`src/rtl/isa_pkg.sv`:
```
// Shared ISA definitions for the 16-bit datapath: opcodes, field positions, FSM states, decoded op.
// Latency: n/a (types and constants only).
// Backpressure: n/a.
package isa_pkg;

  // Opcode encodings; 100/101/110 are reserved and skipped by the sequencer
  localparam logic [2:0] OP_ADD  = 3'b000;
  localparam logic [2:0] OP_ADDI = 3'b001;
  localparam logic [2:0] OP_SUBI = 3'b010;
  localparam logic [2:0] OP_SUB  = 3'b011;
  localparam logic [2:0] OP_HALT = 3'b111;

  // Field positions inside the instruction word (LSB of each field)
  localparam int OPC_LSB  = 13;
  localparam int R1_LSB   = 10;
  localparam int R2_LSB   = 7;
  localparam int R3_LSB   = 4;
  localparam int IMM7_LSB = 0;
  localparam int FIELD_W  = 3;
  localparam int IMM7_W   = 7;

  typedef enum logic [1:0] {
    ST_IDLE   = 2'd0,
    ST_FETCH  = 2'd1,
    ST_ISSUE  = 2'd2,
    ST_HALTED = 2'd3
  } state_e;

  typedef struct packed {
    logic [2:0]  opcode;
    logic [2:0]  reg1;
    logic [2:0]  reg2;
    logic [2:0]  reg3;
    logic [15:0] imm;
  } dec_t;

  // Sign-extend the 7-bit I-type immediate to the datapath width
  function automatic logic [15:0] sext7(input logic [6:0] v);
    return {{9{v[6]}}, v};
  endfunction

endpackage

```
`src/rtl/instr_decode.sv`:
```
// Combinational instruction decoder: 16-bit word -> decoded fields plus legal/halt flags.
// Latency: 0 cycles (pure combinational).
// Backpressure: none; caller decides when the result is used.
module instr_decode
  import isa_pkg::*;
(
  input  logic [15:0] instr_i,
  output dec_t        dec_o,
  output logic        is_legal_o,
  output logic        is_halt_o
);

  logic [2:0] opc;
  assign opc = instr_i[OPC_LSB +: FIELD_W];

  // Split the word by opcode class; fields that do not apply to a class read as zero
  always_comb begin
    dec_o        = '0;
    is_legal_o   = 1'b0;
    is_halt_o    = 1'b0;
    dec_o.opcode = opc;
    dec_o.reg1   = instr_i[R1_LSB +: FIELD_W];
    dec_o.reg2   = instr_i[R2_LSB +: FIELD_W];
    case (opc)
      OP_ADD, OP_SUB: begin
        dec_o.reg3 = instr_i[R3_LSB +: FIELD_W];
        is_legal_o = 1'b1;
      end
      OP_ADDI, OP_SUBI: begin
        dec_o.imm  = sext7(instr_i[IMM7_LSB +: IMM7_W]);
        is_legal_o = 1'b1;
      end
      OP_HALT: begin
        is_halt_o  = 1'b1;
      end
      default: begin
        // reserved opcode: neither legal nor halt
      end
    endcase
  end

endmodule

```
`src/rtl/instr_sequencer.sv`:
```
// Fetch/decode/issue sequencer: fetches words, issues one decoded op at a time, stops on HALT.
// Latency: start -> mem_req next cycle; zero-wait fetch -> issue_valid next cycle; 2 cycles/op minimum.
// Backpressure: mem_req held until mem_valid; issue_valid and fields held until issue_ready.
module instr_sequencer
  import isa_pkg::*;
#(
  parameter int PC_WIDTH = 8
) (
  input  logic                clk,
  input  logic                rst_n,
  input  logic                start,
  output logic                mem_req,
  output logic [PC_WIDTH-1:0] mem_addr,
  input  logic                mem_valid,
  input  logic [15:0]         mem_rdata,
  output logic                issue_valid,
  input  logic                issue_ready,
  output logic [2:0]          opcode,
  output logic [2:0]          reg1,
  output logic [2:0]          reg2,
  output logic [2:0]          reg3,
  output logic [15:0]         imm,
  output logic [PC_WIDTH-1:0] pc,
  output logic                busy,
  output logic                halted,
  output logic [7:0]          illegal_cnt
);

  state_e              state_q, state_d;
  logic [PC_WIDTH-1:0] pc_q, pc_d;
  logic [7:0]          illegal_q, illegal_d;
  dec_t                dec_q, dec_d;

  dec_t dec_w;
  logic is_legal_w;
  logic is_halt_w;

  instr_decode u_decode (
    .instr_i    (mem_rdata),
    .dec_o      (dec_w),
    .is_legal_o (is_legal_w),
    .is_halt_o  (is_halt_w)
  );

  // State, pc, counter and decoded-field registers; reset clears everything asynchronously
  always_ff @(posedge clk or negedge rst_n) begin
    if (!rst_n) begin
      state_q   <= ST_IDLE;
      pc_q      <= '0;
      illegal_q <= '0;
      dec_q     <= '0;
    end else begin
      state_q   <= state_d;
      pc_q      <= pc_d;
      illegal_q <= illegal_d;
      dec_q     <= dec_d;
    end
  end

  // Next-state logic: fetch until a legal word or HALT, then hold the op until accepted
  always_comb begin
    state_d   = state_q;
    pc_d      = pc_q;
    illegal_d = illegal_q;
    dec_d     = dec_q;
    case (state_q)
      ST_IDLE, ST_HALTED: begin
        if (start) begin
          state_d = ST_FETCH;
          pc_d    = '0;
        end
      end
      ST_FETCH: begin
        if (mem_valid) begin
          if (is_legal_w) begin
            dec_d   = dec_w;
            state_d = ST_ISSUE;
          end else if (is_halt_w) begin
            state_d = ST_HALTED;
          end else begin
            // reserved opcode: skip it in place, one fetch cycle each
            pc_d = pc_q + PC_WIDTH'(1);
            if (illegal_q != 8'hFF) begin
              illegal_d = illegal_q + 8'd1;
            end
          end
        end
      end
      ST_ISSUE: begin
        if (issue_ready) begin
          pc_d    = pc_q + PC_WIDTH'(1);
          state_d = ST_FETCH;
        end
      end
      default: begin
        state_d = ST_IDLE;
      end
    endcase
  end

  assign mem_req     = (state_q == ST_FETCH);
  assign mem_addr    = mem_req ? pc_q : '0;
  assign issue_valid = (state_q == ST_ISSUE);
  assign opcode      = dec_q.opcode;
  assign reg1        = dec_q.reg1;
  assign reg2        = dec_q.reg2;
  assign reg3        = dec_q.reg3;
  assign imm         = dec_q.imm;
  assign pc          = pc_q;
  assign busy        = mem_req | issue_valid;
  assign halted      = (state_q == ST_HALTED);
  assign illegal_cnt = illegal_q;

endmodule

```
`config.mk`:
```
export PLATFORM = sky130hd
export DESIGN_NAME = instr_sequencer
export DESIGN_NICKNAME = d
export VERILOG_FILES = /design/src/rtl/isa_pkg.sv /design/src/rtl/instr_decode.sv /design/src/rtl/instr_sequencer.sv
export SDC_FILE = /design/constraint.sdc
export NUM_CORES = 1
export LEC_CHECK = 0
export ABC_AREA = 1
export BUFFER_PORTS_ARGS = -buffer_cell sky130_fd_sc_hd__buf_4
export CAP_MARGIN = 20
export CORE_MARGIN = 5
export CORE_UTILIZATION = 44
export DETAILED_ROUTE_END_ITERATION = 6
export GPL_TIMING_DRIVEN = 0
export PLACE_DENSITY = 0.76
export SLEW_MARGIN = 20
export SYNTH_ARGS = -nofsm -noshare
export SYNTH_HDL_FRONTEND = slang
export SYNTH_SLANG_ARGS = --single-unit
```
`constraint.sdc`:
```
create_clock -name clk -period 1.4 [get_ports clk]
set_input_delay 0.35 -clock clk [delete_from_list [all_inputs] [get_ports clk]]
set_output_delay 0.35 -clock clk [all_outputs]
set_load 0.005 [all_outputs]
```
-- Word level (Yosys, flattened, before mapping)
Index checks and enable logic that the tools add are counted.
- flip-flop bits (word level): 46
- bits in latches: 0
- bits in writable memories: 0
- memory bits (read-only): 0
- memories kept: 0
- $add $sub $neg: 2
- $mul: 0
- divide/modulo/power cells: 0
- $lt $le $gt $ge: 0
- eq/ne operators: 14
- shift operators: 0
- multiplexer cells: 17
- bitwise operators: 3
- reduce and logical (&&, ||, !) cells: 10
- operator list (cell ; number):
    8-bit two-way mux ; 6
    8-bit case mux with 3 select lines ; 1
    8-bit by 1-bit adder with 8-bit output (second input constant) ; 2
    16-bit two-way mux ; 1
    2-bit two-way mux ; 5
    5-bit AND reduction ; 2
    8-bit inequality test (second input constant) ; 1
    3-bit by 2-bit == test with 1-bit output (second input constant) ; 2
    2-bit inequality test (second input constant) ; 3
    2-bit case mux with 3 select lines ; 1
    2-bit OR reduction ; 3
    2-bit == test (second input constant) ; 2
    2-bit by 1-bit inequality test with 1-bit output (second input constant) ; 2
    4-bit AND reduction ; 1
    4-bit OR reduction ; 1
    3-bit by 1-bit == test with 1-bit output (second input constant) ; 1
    3-bit == test (second input constant) ; 1
    3-bit zero test ; 1
    3-bit two-way mux ; 1
    3-bit by 1-bit inequality test with 1-bit output (second input constant) ; 1
    3-bit AND reduction ; 1
    2-bit by 1-bit == test with 1-bit output (second input constant) ; 1
    2-bit zero test ; 1
    1-bit two-way mux ; 2
    other kinds (2) ; 3

-- Longest topological paths before layout
Gate-level depths: netlist (run 1).
- depth after elaboration: 6
- depth in mapped cells: 9

-- Modules after synthesis
A second synthesis (run 1) with hierarchy kept.
- cell total of the unflattened synthesis: 267
- area total of the unflattened synthesis: 2516.2 µm²
- modules (own cells, without submodules) (module ; instances ; cells an instance ; area an instance (µm²) ; sequential area each (µm²)):
    instr_sequencer ; 1 ; 222 ; 2268.4 ; 1151.1
    instr_decode ; 1 ; 45 ; 247.7 ; 0.0

-- Least setup slack after synthesis (run 1)
Ideal clock, no wire load.
- path type: reg2reg
- from: register state_q[0]
- to: register pc_q[5], in the netlist pc[5]
- arrival: 1.339 ns
- required time: 1.274 ns
- path slack: -0.064 ns
- stages on the path, launching flop included: 9
- buffers on the path: 1
- cells stage by stage: dfrtp_1 -> ha_1 -> buf_4 -> nand2_1 -> nand3_2 -> nor2_4 -> inv_1 -> nand2_1 -> o21ai_1
- elaborated cells on any way between the ends: 12
- classes of those cells: eq/ne (8); mux (1); reduce/logical (3)
- RTL lines (what ; line ; RTL):
    start: declaration ; instr_sequencer.sv:29 ; state_e state_q, state_d;
    start signal: assignment ; instr_sequencer.sv:53 ; state_q <= state_d;
    2-bit by 1-bit == test with 1-bit output * ; n/a ;
    via mem_req ; instr_sequencer.sv:12 ; output logic mem_req,
    2-bit inequality test (no line) / 2-bit by 1-bit inequality test with 1-bit output (equally long branches) ; n/a ;
    5-bit AND reduction (no line) ; n/a ;
    end signal: assignment ; instr_sequencer.sv:54 ; pc_q <= pc_d;
    end: declaration ; instr_sequencer.sv:30 ; logic [PC_WIDTH-1:0] pc_q, pc_d;
The timed path passes the listed nets; every way through them passes the cells marked *.
A chain may end at the register's enable or synchronous reset.

-- Worst setup path after layout (run 1)
- from: register state_q[1]
- to: output port mem_addr[2]
- longest elaborated chain between the ends: 2
- ends and longest elaborated chain (what ; line ; RTL):
    2-bit by 1-bit == test with 1-bit output ; instr_sequencer.sv:101 ; assign mem_req = (state_q == ST_FETCH);
    8-bit two-way mux ; instr_sequencer.sv:102 ; assign mem_addr = mem_req ? pc_q : '0;
    end: declaration ; instr_sequencer.sv:13 ; output logic [PC_WIDTH-1:0] mem_addr,
No other way between the ends.

==> implementation parameters, run 1 <==
Parameter                              Value

GRT
  Overall overflow remaining after global route    0
  Largest net degree at the start of global routing    38
  Global Route Usage Sum    17.8%
  Initial antenna violation count    0
  First-pass GRT wire length    8580 um
  Vias in the first global route    1849

Clocking
  Number of clock sinks    37
  CTS tree    built
  CTS HTree Levels    2
  Clk_lat worst skew    290 ps
  Total CTS buffers    5
  Library cell used as clock root buffer    sky130_fd_sc_hd__clkbuf_8
  Hold buffers post-CTS    0
  Reg clk slew, reported paths    70 ps
  Maximum clock path buffer count    2

Layout
  Post-synthesis to final-layout area growth    60.0%
  FILL cells    338
  Proportion of layout cells with a drive suffix above 1    46.8%
  Final layout net count    380
  Number of antenna repair diodes    0
  Sequential cell area in the final layout    928 sq um
  Area of combinational cells with multiple inputs    966 sq um

Drt
  Final wirelength    5250 um
  Drt drc    0
  Avg Vias per Cell    4.75
  Via total after detailed routing    1932
  Post-route antenna net violation count    0
  Average routed wire per standard cell    12.9 um
  Detailed Route Iter0 Violations    35
  Number of detailed-route iterations in the first pass    4

Timing
  WHS    18.4 ps
  Unrepaired setup endpoints after global routing    yes
  Final clock skew    2.50 ps
  Fin crit period    1650 ps
  Number of hold violations in the final report    0
  Actual slew at the worst max-slew pin    658 ps
  Final number of max-transition violations    0
  Least setup slack across all paths after layout    -246 ps
  Maximum clock frequency    608 MHz
  Slew HR    56.0%
  Crit share post-route    118%
  Setup Viol. Count Final    38

Critical path
  Reg-to-reg critical path endpoint    imm[2]
  Setup slack, reg-to-reg    -80 ps
  Number of cells traversed by the worst register-to-register path    8
  Start-to-end type of the worst setup path    register to primary output
  Required arrival time at the worst endpoint    1050 ps
  Worst-path fanout max    5
  Data arrival time of the worst path    1300 ps
  Critical Path End Type    primary output
  Startpoint of the lowest-slack register-to-register path    state_q[1]
  Crit start category    register

Floorplan
  Die footprint    5860 sq um
  IO Pins    77
  Std-Cell Rows    24
  Floorplan die height    76.5 um
  Starting density of the core    45.0%
  Overall die width    76.5 um
  CORE AREA    4320 sq um

Logic synthesis
  Combined area of all synthesized cells    1950 sq um
  Yosys reg bits    37
  Post-Syn Area per Cell    7.70 sq um
  Post-synthesis net count    279
  Share of the yosys chip area belonging to registers    47.6%
  Cells after synthesis    253
  Cell variety after synth    22
  Yosys warning count    0

Power
  Switching component of the power    2140 uW
  Worst IR Drop VDD    1.21 mV
  Switch share    36.8%
  Post-route total power    5830 uW
  Internal Power    3690 uW
  Leakage dissipation    0.00175 uW
  Cell area power density    1870 nW/um^2
  Part of the power in the clock network    12.4%
  Share of total power in sequential cells    29.1%
  Logic gate share of total power    58.5%

Worst hold path
  Hold crit path type    primary input to async pin

Placed design
  Final estimated routing congestion in global placement    0.798
  Post-placement setup slack    -209 ps
  DP Wirelength    3510 um
  Number of I/O port buffers    76

Run status
  Violated checks    negative setup slack
  Run status    finished, violations left

Flow run
  Max-cap violations    0
==> registers in the layout, indices dropped and copies added (netlist names) <==
register	flops
illegal_cnt	8
pc	8
imm	7
opcode	3
reg1	3
reg2	3
reg3	3
state_q	2
==> area by class of cell <==
class | count | share of cell area, %
multi-input cells | 173 | 31.0
flip-flops and latches | 37 | 29.8
repair buffers | 94 | 26.1
plain buffers | 12 | 4.14
inverters | 31 | 4.14
clock buffers | 5 | 2.21
well taps | 52 | 2.09
clock inverters | 3 | 0.562
==> metal layers <==
metal	share of wire, %	routed length [um]	vias up	GRT usage [%]
li1	-	-	967	-
met1	43	2250	886	22.1
met2	47	2490	70	28.5
met3	8.6	449	9	7.45
met4	1.2	63	0	4.55
met5	0	0	-	0
==> power groups by stage <==
stage / clock network, uW / logic [uW] / registers (uW)
after floorplan: 0 / 1190 / 1730
after global placement: 0 / 2280 / 1720
after detailed placement: 0 / 2340 / 1740
after CTS: 752 / 3100 / 1680
after global routing: 794 / 3730 / 1740
final: 724 / 3410 / 1690
==> synth_stat cells (all sizes together) <==
| library cell | number | area (sq um) |
|---|---|---|
| a21oi | 1 | 5.00 |
| buf | 13 | 98.8 |
| dfrtp | 37 | 926 |
| ha | 5 | 62.6 |
| inv | 31 | 116 |
| nand2 | 110 | 415 |
| nand3 | 15 | 80.1 |
| nand4 | 3 | 18.8 |
| nor2 | 14 | 60.1 |
| nor3 | 2 | 21.3 |
| o21ai | 13 | 65.1 |
| o21bai | 1 | 7.51 |
| xnor2 | 4 | 35.0 |
| xor2 | 4 | 35.0 |
==> through the flow <==
| step | util (%) | cells | setup TNS (ps) | cell area [sq um] |
|---|---|---|---|---|
| 2_1_floorplan | - | 253 | -451 | 1970 |
| 3_3_place_gp | 60.4 | 381 | -4270 | 2610 |
| 3_5_place_dp | 60.4 | 381 | -5120 | 2610 |
| 4_1_cts | 68.0 | 399 | -3400 | 2940 |
| 5_1_grt | 72.0 | 407 | -5880 | 3120 |
| 6_report | 72.0 | 407 | -3310 | 3120 |
==> logic make-up after synthesis <==
family          after synthesis  share of synthesized area, %
simple gates                144                          30.6
compound gates               15                          3.98
fa+ha+maj                     5                          3.21
flops                        37                          47.6
xor+xnor                      8                          3.60
buf+inv                      44                          11.1
==> how the worst max path moves through the flow <==
stage	startpoint	to	slack [ps]	cells after the start
finish	state_q[1]	mem_addr[2]	-250	6
global placement	state_q[1]	reg1[2]	-180	8
CTS	state_q[1]	mem_addr[6]	-260	6
global route	state_q[1]	mem_addr[2]	-290	6
detailed placement	state_q[1]	pc[5]	-210	9
floorplan	state_q[1]	pc[5]	-30	9
==> layout by cell type (no fill, tap or decap), drive strengths merged <==
cell type	netlist	layout
clkinvlp	0	1
a21oi	1	1
o21bai	1	1
buf	13	106
o21ai	13	13
nand3	15	15
nand2	110	111
nor2	14	14
dfrtp	37	37
nand4	3	3
xor2	4	4
clkbuf	0	5
inv	31	31
nor3	2	2
clkinv	0	2
ha	5	5
xnor2	4	4
==> critical path: stages (launching register included) <==
cell                      delay [ps]
sky130_fd_sc_hd__dfrtp_1         410
sky130_fd_sc_hd__inv_2            80
sky130_fd_sc_hd__ha_4            180
sky130_fd_sc_hd__buf_6           150
sky130_fd_sc_hd__nand2_2          60
sky130_fd_sc_hd__inv_2            50
sky130_fd_sc_hd__buf_6            80
==> repair_timing <==
item / in CTS / in global routing
resized for setup: 54 / 45
endpoints found under the setup margin: 58 / 54
cloned: 1 / 2
pin swaps: 5 / 8
endpoints found under the hold margin: 0 / 0
setup buffers: 10 / 6
Note: power is estimated with default switching activity, not from simulation.
==> run 2: changes to the inputs <==
--- a/config.mk
+++ b/config.mk
@@ -12,7 +12,7 @@
 export CORE_UTILIZATION = 44
 export DETAILED_ROUTE_END_ITERATION = 6
 export GPL_TIMING_DRIVEN = 0
-export PLACE_DENSITY = 0.76
+export PLACE_DENSITY = 0.74
 export SLEW_MARGIN = 20
 export SYNTH_ARGS = -nofsm -noshare
 export SYNTH_HDL_FRONTEND = slang
==> run 2 against run 1 <==
Compared with the run above:
- critical path type unchanged
- utilization decreased by 0.84 points
- critical endpoint is now mem_addr[0]
- sequential power about the same
- die area unchanged
- final cell count increased by 0.74%
- clock power increased by 1%
- the run still ends with negative setup slack left
- total power increased by 0.49%
- largest cell class is now non-clock buffers
- first-iteration DRC count increased to 3.1 times the previous value
==> implementation parameters, run 2 (same netlist as run 1, synthesis figures left out) <==
Parameter                              Value

Drt
  Drt drc    0 (unchanged)
  Via total after detailed routing    1929 (-0.16%)
  Avg Vias per Cell    4.70 (-0.89%)
  Post-route antenna net violation count    0 (unchanged)
  Number of detailed-route iterations in the first pass    4 (unchanged)
  Detailed Route Iter0 Violations    107 (+210%)
  Final wirelength    5220 um (-0.63%)
  Average routed wire per standard cell    12.7 um (-1.4%)

Timing
  Final number of max-transition violations    0 (unchanged)
  Final clock skew    5.04 ps (+2.53 ps)
  Unrepaired setup endpoints after global routing    yes
  Slew HR    63.4% (+7.4 points)
  Number of hold violations in the final report    0 (unchanged)
  Maximum clock frequency    601 MHz (-1.1%)
  Fin crit period    1660 ps (+17.5 ps)
  Setup Viol. Count Final    58 (+53%)
  Least setup slack across all paths after layout    -263 ps (-17.5 ps)
  Crit share post-route    119% (+1.2 points)
  Actual slew at the worst max-slew pin    547 ps (-111 ps)

Placed design
  Post-placement setup slack    -223 ps (-14.6 ps)
  DP Wirelength    3500 um (-0.32%)
  Final estimated routing congestion in global placement    0.820 (+2.8%)
  Number of I/O port buffers    76 (unchanged)
  Cells after DPL    381 (unchanged)
  Placed standard-cell area    2610 sq um (unchanged)

Floorplan
  Overall die width    76.5 um (unchanged)
  Starting density of the core    45.0% (unchanged)
  Floorplan die height    76.5 um (unchanged)
  Die footprint    5860 sq um (unchanged)
  IO Pins    77 (unchanged)
  CORE AREA    4320 sq um (unchanged)
  Std-Cell Rows    24 (unchanged)

Critical path
  Worst-path fanout max    5 (unchanged)
  Cell family with most CP delay    flip-flops
  Crit path buf inv count    4 (unchanged)
  Maximum cell stage delay along the critical path    440 ps (+30 ps)
  Data arrival time of the worst path    1310 ps (about the same)
  Reg-to-reg critical path endpoint    reg2[2]
  Slowest stage cell, crit path    sky130_fd_sc_hd__dfrtp_1
  Number of cells traversed by the worst register-to-register path    9 (+1)
  Setup slack, reg-to-reg    -210 ps (-130 ps)
  Required arrival time at the worst endpoint    1050 ps (about the same)
  Crit start category    register
  Startpoint of the lowest-slack register-to-register path    state_q[1]
  Start-to-end type of the worst setup path    register to primary output
  Cells along the critical path    inv_2 > ha_4 > buf_6 > nand2_2 > inv_2 > buf_6
  Critical Path End Type    primary output

Clocking
  Hold buffers post-CTS    0 (unchanged)
  Number of clock sinks    37 (unchanged)
  Library cell used as clock root buffer    sky130_fd_sc_hd__clkbuf_8
  Clk_lat worst skew    290 ps (about the same)
  CTS HTree Levels    2 (unchanged)
  CTS tree    built
  Reg clk slew, reported paths    70 ps (about the same)
  Maximum clock path buffer count    2 (unchanged)
  Total CTS buffers    5 (unchanged)

Power
  Cell area power density    1900 nW/um^2 (+1.7%)
  Switching component of the power    2130 uW (-0.47%)
  Worst IR Drop VDD    1.33 mV (+9.7%)
  Logic gate share of total power    58.5% (about the same)
  Post-route total power    5860 uW (+0.49%)
  Leakage dissipation    0.00173 uW (-1.2%)
  Part of the power in the clock network    12.5% (about the same)
  Switch share    36.4% (-0.35 points)
  Internal Power    3720 uW (+1.1%)
  Share of total power in sequential cells    29.1% (about the same)

Layout
  Number of antenna repair diodes    0 (unchanged)
  Proportion of layout cells with a drive suffix above 1    42.2% (-4.6 points)
  Commonest non-fill, non-tap cells in the layout    sky130_fd_sc_hd__nand2_1, sky130_fd_sc_hd__buf_4, sky130_fd_sc_hd__dfrtp_1
  Final layout net count    383 (+0.79%)
  Most common cell after layout, fill and taps aside    sky130_fd_sc_hd__nand2_1
  Final std cells w/o fill    410 (+0.74%)
  Post-synthesis to final-layout area growth    58.2%
  Design Area, Final    3080 sq um (-1.2%)

Run status
  Run status    finished, violations left
  Violated checks    negative setup slack

GRT
  Overall overflow remaining after global route    0 (unchanged)
  Initial antenna violation count    0 (unchanged)
  First-pass GRT wire length    8400 um (-2.1%)
  Global Route Usage Sum    17.4% (-0.35 points)
  Vias in the first global route    1760 (-4.8%)
  Largest net degree at the start of global routing    38 (unchanged)

Flow run
  Max-cap violations    0 (unchanged)

Worst hold path
  Hold crit path type    primary input to async pin
[run 2: cell types whose count changed in the layout (fill, tap and decap cells not counted), moves of 5 or more]
cell / delta
sky130_fd_sc_hd__buf_4: +5
sky130_fd_sc_hd__nand2_2: -7
sky130_fd_sc_hd__nand2_1: +11
sky130_fd_sc_hd__o21ai_1: +5
[run 2: timing repair]
action,4_1_cts,5_1_grt
setup buffers,12,8
gates cloned,2,0
setup endpoints to repair,58,57
pin swaps,7,2
resized for setup,57,20
[run 2: power groups by stage]
| stage | Clock [uW] | Sequential, uW | Combinational [uW] |
|---|---|---|---|
| 2_1_floorplan | 0 | 1730 | 1190 |
| 5_1_grt | 808 | 1740 | 3740 |
| 4_1_cts | 749 | 1690 | 3130 |
| 6_report | 731 | 1700 | 3430 |
| 3_3_place_gp | 0 | 1720 | 2290 |
| 3_5_place_dp | 0 | 1730 | 2340 |
[run 2: area by class of cell]
type                    count  area (sq um)
multi-input cells         173           905
fillers                   351          1240
plain buffers              12           129
flip-flops and latches     37           928
clock inverters             3          17.5
well taps                  52          65.1
clock buffers               5          68.8
inverters                  31           134
repair buffers             97           832
[run 2: worst reg2reg max path, cell delays in order (launching register included)]
cell and delay (ps):
sky130_fd_sc_hd__dfrtp_1 440, sky130_fd_sc_hd__inv_2 100, sky130_fd_sc_hd__ha_4 160, sky130_fd_sc_hd__buf_4 130, sky130_fd_sc_hd__inv_6 40, sky130_fd_sc_hd__nor3_4 250, sky130_fd_sc_hd__inv_2 120, sky130_fd_sc_hd__buf_6 160
sky130_fd_sc_hd__nand2_1 50, sky130_fd_sc_hd__nand2_1 50
[run 2: worst max-delay path by stage]
stage	startpoint	end	slack, ps	cells after the start
2_1_floorplan	state_q[1]	pc[5]	-30	9
3_3_place_gp	state_q[1]	reg1[1]	-210	8
3_5_place_dp	state_q[1]	reg2[2]	-220	8
4_1_cts	state_q[1]	mem_addr[1]	-270	6
5_1_grt	state_q[1]	mem_addr[0]	-330	6
6_report	state_q[1]	mem_addr[0]	-260	6
[run 2: routing by layer]
layer	vias to the layer above	wire, um	global-route usage [%]
li1	967	-	-
met1	879	2400	23.8
met2	74	2390	26.1
met3	9	354	6.15
met4	0	74	4.90
met5	-	0	0
[run 2: through the flow]
| stage | utilization, % | TNS (ps) | hold WS (ps) |
|---|---|---|---|
| after floorplan | - | -451 | 54.4 |
| after global placement | 60.4 | -4950 | 340 |
| after detailed placement | 60.4 | -5590 | 342 |
| after CTS | 68.9 | -7270 | 26.1 |
| after global routing | 71.2 | -11160 | 46.9 |
| final | 71.2 | -7180 | 18.1 |
